$ cat src/rtl/stack_core.sv
// Multi-cycle stack machine. The operand stack lives in external RAM and
// instructions are fetched from a ROM with one cycle of read latency.
module stack_core #(
    parameter int DATA_W      = 16,
    parameter int ADDR_W      = 16,
    parameter int STACK_BASE  = 'h8000,
    parameter int STACK_DEPTH = 256
) (
    input  logic              clock,
    input  logic              reset_n,
    output logic [ADDR_W-1:0] rom_addr,
    input  logic [DATA_W-1:0] rom_data,
    output logic [ADDR_W-1:0] ram_addr,
    output logic [DATA_W-1:0] ram_wdata,
    output logic              ram_we,
    input  logic [DATA_W-1:0] ram_rdata,
    output logic              retire,
    output logic              halted,
    output logic              error
);

    localparam logic [3:0] S_FETCH  = 4'd0;
    localparam logic [3:0] S_DECODE = 4'd1;
    localparam logic [3:0] S_OPND   = 4'd2;
    localparam logic [3:0] S_POPB   = 4'd3;
    localparam logic [3:0] S_POPA   = 4'd4;
    localparam logic [3:0] S_LDADR  = 4'd5;
    localparam logic [3:0] S_EXEC   = 4'd6;
    localparam logic [3:0] S_PUSH   = 4'd7;
    localparam logic [3:0] S_HALT   = 4'd8;

    localparam logic [7:0] OP_IGN   = 8'h00;
    localparam logic [7:0] OP_IMM   = 8'h01;
    localparam logic [7:0] OP_STOM  = 8'h02;
    localparam logic [7:0] OP_LOADM = 8'h03;
    localparam logic [7:0] OP_JMP   = 8'h06;
    localparam logic [7:0] OP_BRA   = 8'h07;
    localparam logic [7:0] OP_ADD   = 8'h0B;
    localparam logic [7:0] OP_SUB   = 8'h0C;
    localparam logic [7:0] OP_MUL   = 8'h0D;
    localparam logic [7:0] OP_DIV   = 8'h0E;
    localparam logic [7:0] OP_MOD   = 8'h0F;
    localparam logic [7:0] OP_GRET  = 8'h10;
    localparam logic [7:0] OP_LESS  = 8'h11;
    localparam logic [7:0] OP_EQ    = 8'h12;
    localparam logic [7:0] OP_NEQ   = 8'h13;
    localparam logic [7:0] OP_AND   = 8'h14;
    localparam logic [7:0] OP_OR    = 8'h15;
    localparam logic [7:0] OP_XOR   = 8'h16;
    localparam logic [7:0] OP_NOT   = 8'h17;
    localparam logic [7:0] OP_HALT  = 8'h18;

    localparam logic [ADDR_W-1:0] SP_LO = ADDR_W'(STACK_BASE);
    localparam logic [ADDR_W-1:0] SP_HI = ADDR_W'(STACK_BASE + STACK_DEPTH);

    logic [3:0]        state, state_n;
    logic [ADDR_W-1:0] pc, pc_n, sp, sp_n;
    logic [7:0]        op, op_n;
    logic [DATA_W-1:0] opnd, opnd_n, bval, bval_n, res, res_n;
    logic              err_q, err_n;

    function automatic logic [DATA_W-1:0] alu(input logic [7:0] o,
                                              input logic [DATA_W-1:0] a,
                                              input logic [DATA_W-1:0] b);
        case (o)
            OP_ADD:  alu = a + b;
            OP_SUB:  alu = a - b;
            OP_MUL:  alu = a * b;
            OP_DIV:  alu = (b == '0) ? '1 : a / b;
            OP_MOD:  alu = (b == '0) ? a : a % b;
            OP_GRET: alu = DATA_W'(a > b);
            OP_LESS: alu = DATA_W'(a < b);
            OP_EQ:   alu = DATA_W'(a == b);
            OP_NEQ:  alu = DATA_W'(a != b);
            OP_AND:  alu = a & b;
            OP_OR:   alu = a | b;
            OP_XOR:  alu = a ^ b;
            default: alu = '0;
        endcase
    endfunction

    always_comb begin
        state_n   = state;
        pc_n      = pc;
        sp_n      = sp;
        op_n      = op;
        opnd_n    = opnd;
        bval_n    = bval;
        res_n     = res;
        err_n     = err_q;
        rom_addr  = pc;
        ram_addr  = '0;
        ram_wdata = '0;
        ram_we    = 1'b0;
        retire    = 1'b0;
        case (state)
            S_FETCH: state_n = S_DECODE;
            S_DECODE: begin
                // Prefetch the operand word so it lands in OPND.
                rom_addr = pc + ADDR_W'(1);
                op_n     = rom_data[7:0];
                case (rom_data[7:0])
                    OP_IGN: begin
                        retire  = 1'b1;
                        pc_n    = pc + ADDR_W'(1);
                        state_n = S_FETCH;
                    end
                    OP_IMM, OP_JMP, OP_BRA: state_n = S_OPND;
                    OP_STOM, OP_LOADM, OP_ADD, OP_SUB, OP_MUL, OP_DIV, OP_MOD,
                    OP_GRET, OP_LESS, OP_EQ, OP_NEQ, OP_AND, OP_OR, OP_XOR,
                    OP_NOT: state_n = S_POPB;
                    OP_HALT: begin
                        retire  = 1'b1;
                        state_n = S_HALT;
                    end
                    default: begin
                        err_n   = 1'b1;
                        state_n = S_HALT;
                    end
                endcase
            end
            S_OPND: begin
                opnd_n = rom_data;
                case (op)
                    OP_JMP: begin
                        retire  = 1'b1;
                        pc_n    = ADDR_W'(rom_data);
                        state_n = S_FETCH;
                    end
                    OP_IMM: begin
                        res_n   = rom_data;
                        state_n = S_PUSH;
                    end
                    default: state_n = S_POPB;
                endcase
            end
            S_POPB: begin
                if (sp == SP_LO) begin
                    err_n   = 1'b1;
                    state_n = S_HALT;
                end else begin
                    ram_addr = sp - ADDR_W'(1);
                    sp_n     = sp - ADDR_W'(1);
                    if (op == OP_LOADM)                    state_n = S_LDADR;
                    else if (op == OP_NOT || op == OP_BRA) state_n = S_EXEC;
                    else                                   state_n = S_POPA;
                end
            end
            S_POPA: begin
                bval_n = ram_rdata;
                if (sp == SP_LO) begin
                    err_n   = 1'b1;
                    state_n = S_HALT;
                end else begin
                    ram_addr = sp - ADDR_W'(1);
                    sp_n     = sp - ADDR_W'(1);
                    state_n  = S_EXEC;
                end
            end
            S_LDADR: begin
                bval_n   = ram_rdata;
                ram_addr = ADDR_W'(ram_rdata);
                state_n  = S_EXEC;
            end
            S_EXEC: begin
                // ram_rdata holds the last popped word (a, or b for unary ops).
                case (op)
                    OP_BRA: begin
                        retire  = 1'b1;
                        pc_n    = (ram_rdata == '0) ? ADDR_W'(opnd) : pc + ADDR_W'(2);
                        state_n = S_FETCH;
                    end
                    OP_STOM: begin
                        ram_addr  = ADDR_W'(bval);
                        ram_wdata = ram_rdata;
                        ram_we    = 1'b1;
                        retire    = 1'b1;
                        pc_n      = pc + ADDR_W'(1);
                        state_n   = S_FETCH;
                    end
                    OP_LOADM: begin
                        res_n   = ram_rdata;
                        state_n = S_PUSH;
                    end
                    OP_NOT: begin
                        res_n   = ~ram_rdata;
                        state_n = S_PUSH;
                    end
                    default: begin
                        res_n   = alu(op, ram_rdata, bval);
                        state_n = S_PUSH;
                    end
                endcase
            end
            S_PUSH: begin
                if (sp == SP_HI) begin
                    err_n   = 1'b1;
                    state_n = S_HALT;
                end else begin
                    ram_addr  = sp;
                    ram_wdata = res;
                    ram_we    = 1'b1;
                    sp_n      = sp + ADDR_W'(1);
                    retire    = 1'b1;
                    pc_n      = pc + ((op == OP_IMM) ? ADDR_W'(2) : ADDR_W'(1));
                    state_n   = S_FETCH;
                end
            end
            S_HALT: state_n = S_HALT;
            default: state_n = S_FETCH;
        endcase
    end

    always_ff @(posedge clock) begin
        if (!reset_n) begin
            state <= S_FETCH;
            pc    <= '0;
            sp    <= SP_LO;
            op    <= '0;
            opnd  <= '0;
            bval  <= '0;
            res   <= '0;
            err_q <= 1'b0;
        end else begin
            state <= state_n;
            pc    <= pc_n;
            sp    <= sp_n;
            op    <= op_n;
            opnd  <= opnd_n;
            bval  <= bval_n;
            res   <= res_n;
            err_q <= err_n;
        end
    end

    assign halted = (state == S_HALT);
    assign error  = err_q;

endmodule

$ cat config.mk
export PLATFORM = sky130hd
export DESIGN_NAME = stack_core
export DESIGN_NICKNAME = d
export VERILOG_FILES = /design/src/rtl/stack_core.sv
export SDC_FILE = /design/constraint.sdc
export NUM_CORES = 1
export LEC_CHECK = 0
export ABC_AREA = 0
export CORE_MARGIN = 2
export CORE_UTILIZATION = 40
export DETAILED_ROUTE_END_ITERATION = 6
export MAX_ROUTING_LAYER = met4
export PLACE_DENSITY = 0.65
export REMOVE_ABC_BUFFERS = 1
export SYNTH_ARGS = -nofsm -noshare
export SYNTH_HDL_FRONTEND = slang
export SYNTH_SLANG_ARGS = --single-unit
$ cat constraint.sdc
create_clock -name clock -period 34.5 [get_ports clock]
set_clock_uncertainty 0.15 [all_clocks]
set_input_delay 3.45 -clock clock [delete_from_list [all_inputs] [get_ports clock]]
set_output_delay 3.45 -clock clock [all_outputs]
set_load 0.1 [all_outputs]
==> flow_summary.toml <==
[status]
outcome = "finished with violations"
violations = "design-rule violations"

[grt]
grt_pass1_vias = 21700
grt.total_usage_pct = 32.4
grt_max_degree = 73
grt_overflow_total = 0
antenna_found_initial = 1
grt_first_pass_wirelength_microns = 131000

[synth]
synth_seq_area_share_pct = 9.03
synth_adder_area_share_pct = 22.8
synth-edff-count = 0
syn_inst = 2878
syn-cell-area_sq_um = 20600
async_flop_share_pct = 0
yosys_warnings = 0
synthSimpleGateAreaFrac_pct = 22.9
ys_types = 94
yosys_most_used_dff = "dfxtp_1"
synthXorXnorAreaFrac_pct = 7.01
synth_top_family_by_area = "compound AO/OA/AOI/OAI gates"
synth-compound-area-share_pct = 29.6
ys_seq_elements = 93
synth_mux_area_share_pct = 1.64
postSynthAreaPerCell_sq_um = 7.17

[worst_setup_path]
crit_type = "in2reg"
path_delay_family = "compound AO/OA/AOI/OAI gates"
critical_path.most_common_cell = "ha_1"
arrival_ns = 32.79
cp.depth = 114
ff2ff_path_depth = 115
critPathLaunchType = "input pin"
crit_fanout = 24
slowest_stage = "a2111oi_0"
required_ns = 34.65
r2r-start = "bval[13]$_SDFFE_PN0P_"
endpoint = "res[13]$_SDFFE_PN0P_"
slowest_delay_ns = 0.80
startpoint = "ram_rdata[15]"
timing.rr.end = "res[13]$_SDFFE_PN0P_"
worstSetupEndpointType = "flip-flop"
path_buf_inv = 12
rrSetupSlack_ns = 3.25

[route]
dr.pass1.iters = 7
finalWirelength_microns = 86000
wl_per_cell_microns = 24.1
dr_total_vias = 22800
drtIter0Drc = 2641
ant_nets = 0
via_per_inst = 6.40
drc_errors = 4

[clock_network]
cts_tree = "built"
cts_root_buf = "clkbuf_16"
clockBufferDepth = 2
cts_buffers = 9
clkSinkCount = 93
clk_latency_ns = 0.38
htreeDepth = 3
clkTransAtPathRegs_ns = 0.08

[sta]
worst_slew_pin_slew_ns = 1.22
finalSetupTns_ns = 0
fmaxAchievable_ghz = 0.0306
rsz0062_at_grt = "false"
hold_viol = 0
setup_viol = 0
fin_crit_ns = 32.65
slew_headroom_pct = 16.8
finalCritPeriodShare_pct = 94.6
drv_slew = 0

[floorplan]
dieArea_sq_um = 53400
io_pins = 86
die_x_microns = 231
row_count = 83
initial_core_util_pct = 40.4
core_sq_um = 51100
dieHeight_microns = 231

[finish]
syn2layout_area_growth_pct = 9.84
final_common_cell = "nand2_1"
drive_gt1_share_pct = 6.17
nets = 3241
mostFrequentLayoutCells = "nand2_1 (328), nor2_1 (257), ha_1 (242)"

[flow_run]
timing.max_cap.violations = 0

[min_path]
hold_start = "error$_SDFFE_PN0P_"
hold_class = "reg2reg"

[placed_design]
gp_congestion = 1.06
portBuffers = 85
dp_hpwl_microns = 63300
[worst register-to-register path: cells and delay by family, from the launching register on]
family,cells,cell delay (ns)
AO/OA/AOI/OAI,61,15.52
multiplexers,1,0.41
flip-flops,1,0.48
adder cells (fa/ha/maj),15,4.57
buffers and inverters,10,1.31
AND/OR/NAND/NOR,28,8.74
[metal layers]
| metal | track usage, % | share of wire, % |
|---|---|---|
| met5 | - | 0 |
| met4 | 11.4 | 3.6 |
| met3 | 4.39 | 8.6 |
| met2 | 49.7 | 44 |
| met1 | 43.6 | 43 |
[logic make-up (layout without fill, tap and decap cells)]
kind of cell,after synthesis,after routing
and+or+nand+nor,997,997
DFF,93,93
other,0,1
muxes,32,32
adders and majority gates,326,326
AOI/OAI and AO/OA,889,889
xor gates and xnor gates,165,165
buffers and inverters,376,382
[repair_timing]
item                                    CTS  global route
gates resized for setup                   0            17
hold buffers                              0             0
endpoints found under the hold margin     0             0
endpoints found under the setup margin    0            16
buffers inserted                          0             8
[registers in the layout, summed over array words and instances, names as in the netlist]
name	flops
opnd	16
op	8
pc	16
state	4
sp	16
bval	16
res	16
error	1
[cell type report]
cell class | instances | area (sq um)
fill | 5258 | 28400
multi-input combinational | 2409 | 17400
sequential | 93 | 1860
timing repair buffer | 164 | 1450
tap | 680 | 851
inverter | 204 | 766
clock buffer | 10 | 229
clock inverter | 4 | 48.8
antenna | 1 | 2.50
[per-stage QoR]
step | instances | cell area [sq um] | util, % | hold WS [ns] | setup slack, ns
2_1_floorplan | 2706 | 20000 | - | 0.290 | 3.63
3_3_place_gp | 3542 | 22200 | 43.5 | 0.296 | 1.26
3_5_place_dp | 3542 | 22200 | 43.5 | 0.304 | 0.460
4_1_cts | 3556 | 22500 | 44.1 | 0.319 | 0.727
5_1_grt | 3565 | 22700 | 44.3 | 0.345 | 0.129
6_report | 3565 | 22700 | 44.3 | 0.314 | 1.85
[cell usage after synthesis (41+ instances only)]
cell / instances / area [sq um]
nand2_1: 329 / 1230
dfxtp_1: 93 / 1860
inv_1: 200 / 751
ha_1: 242 / 3030
xor2_1: 63 / 552
or3_1: 49 / 307
a21boi_0: 67 / 503
nor2_1: 261 / 980
nor3_1: 67 / 335
xnor2_1: 102 / 893
nand3_1: 72 / 360
a21o_1: 50 / 375
clkbuf_1: 152 / 571
fa_1: 84 / 1680
o21a_1: 41 / 308
o21ai_0: 159 / 796
a21oi_1: 196 / 981
[worst min-delay path by stage]
stage	endpoint	slack (ns)	cells past startpoint
2_1_floorplan	opnd[0]$_SDFFE_PN0P_	0.29	2
3_3_place_gp	error$_SDFFE_PN0P_	0.30	1
3_5_place_dp	error$_SDFFE_PN0P_	0.30	1
4_1_cts	error$_SDFFE_PN0P_	0.32	1
5_1_grt	error$_SDFFE_PN0P_	0.34	1
6_report	error$_SDFFE_PN0P_	0.31	1
Power is not shown: default switching activity piles up to over one toggle a cycle in this logic, so the estimate is an artifact.
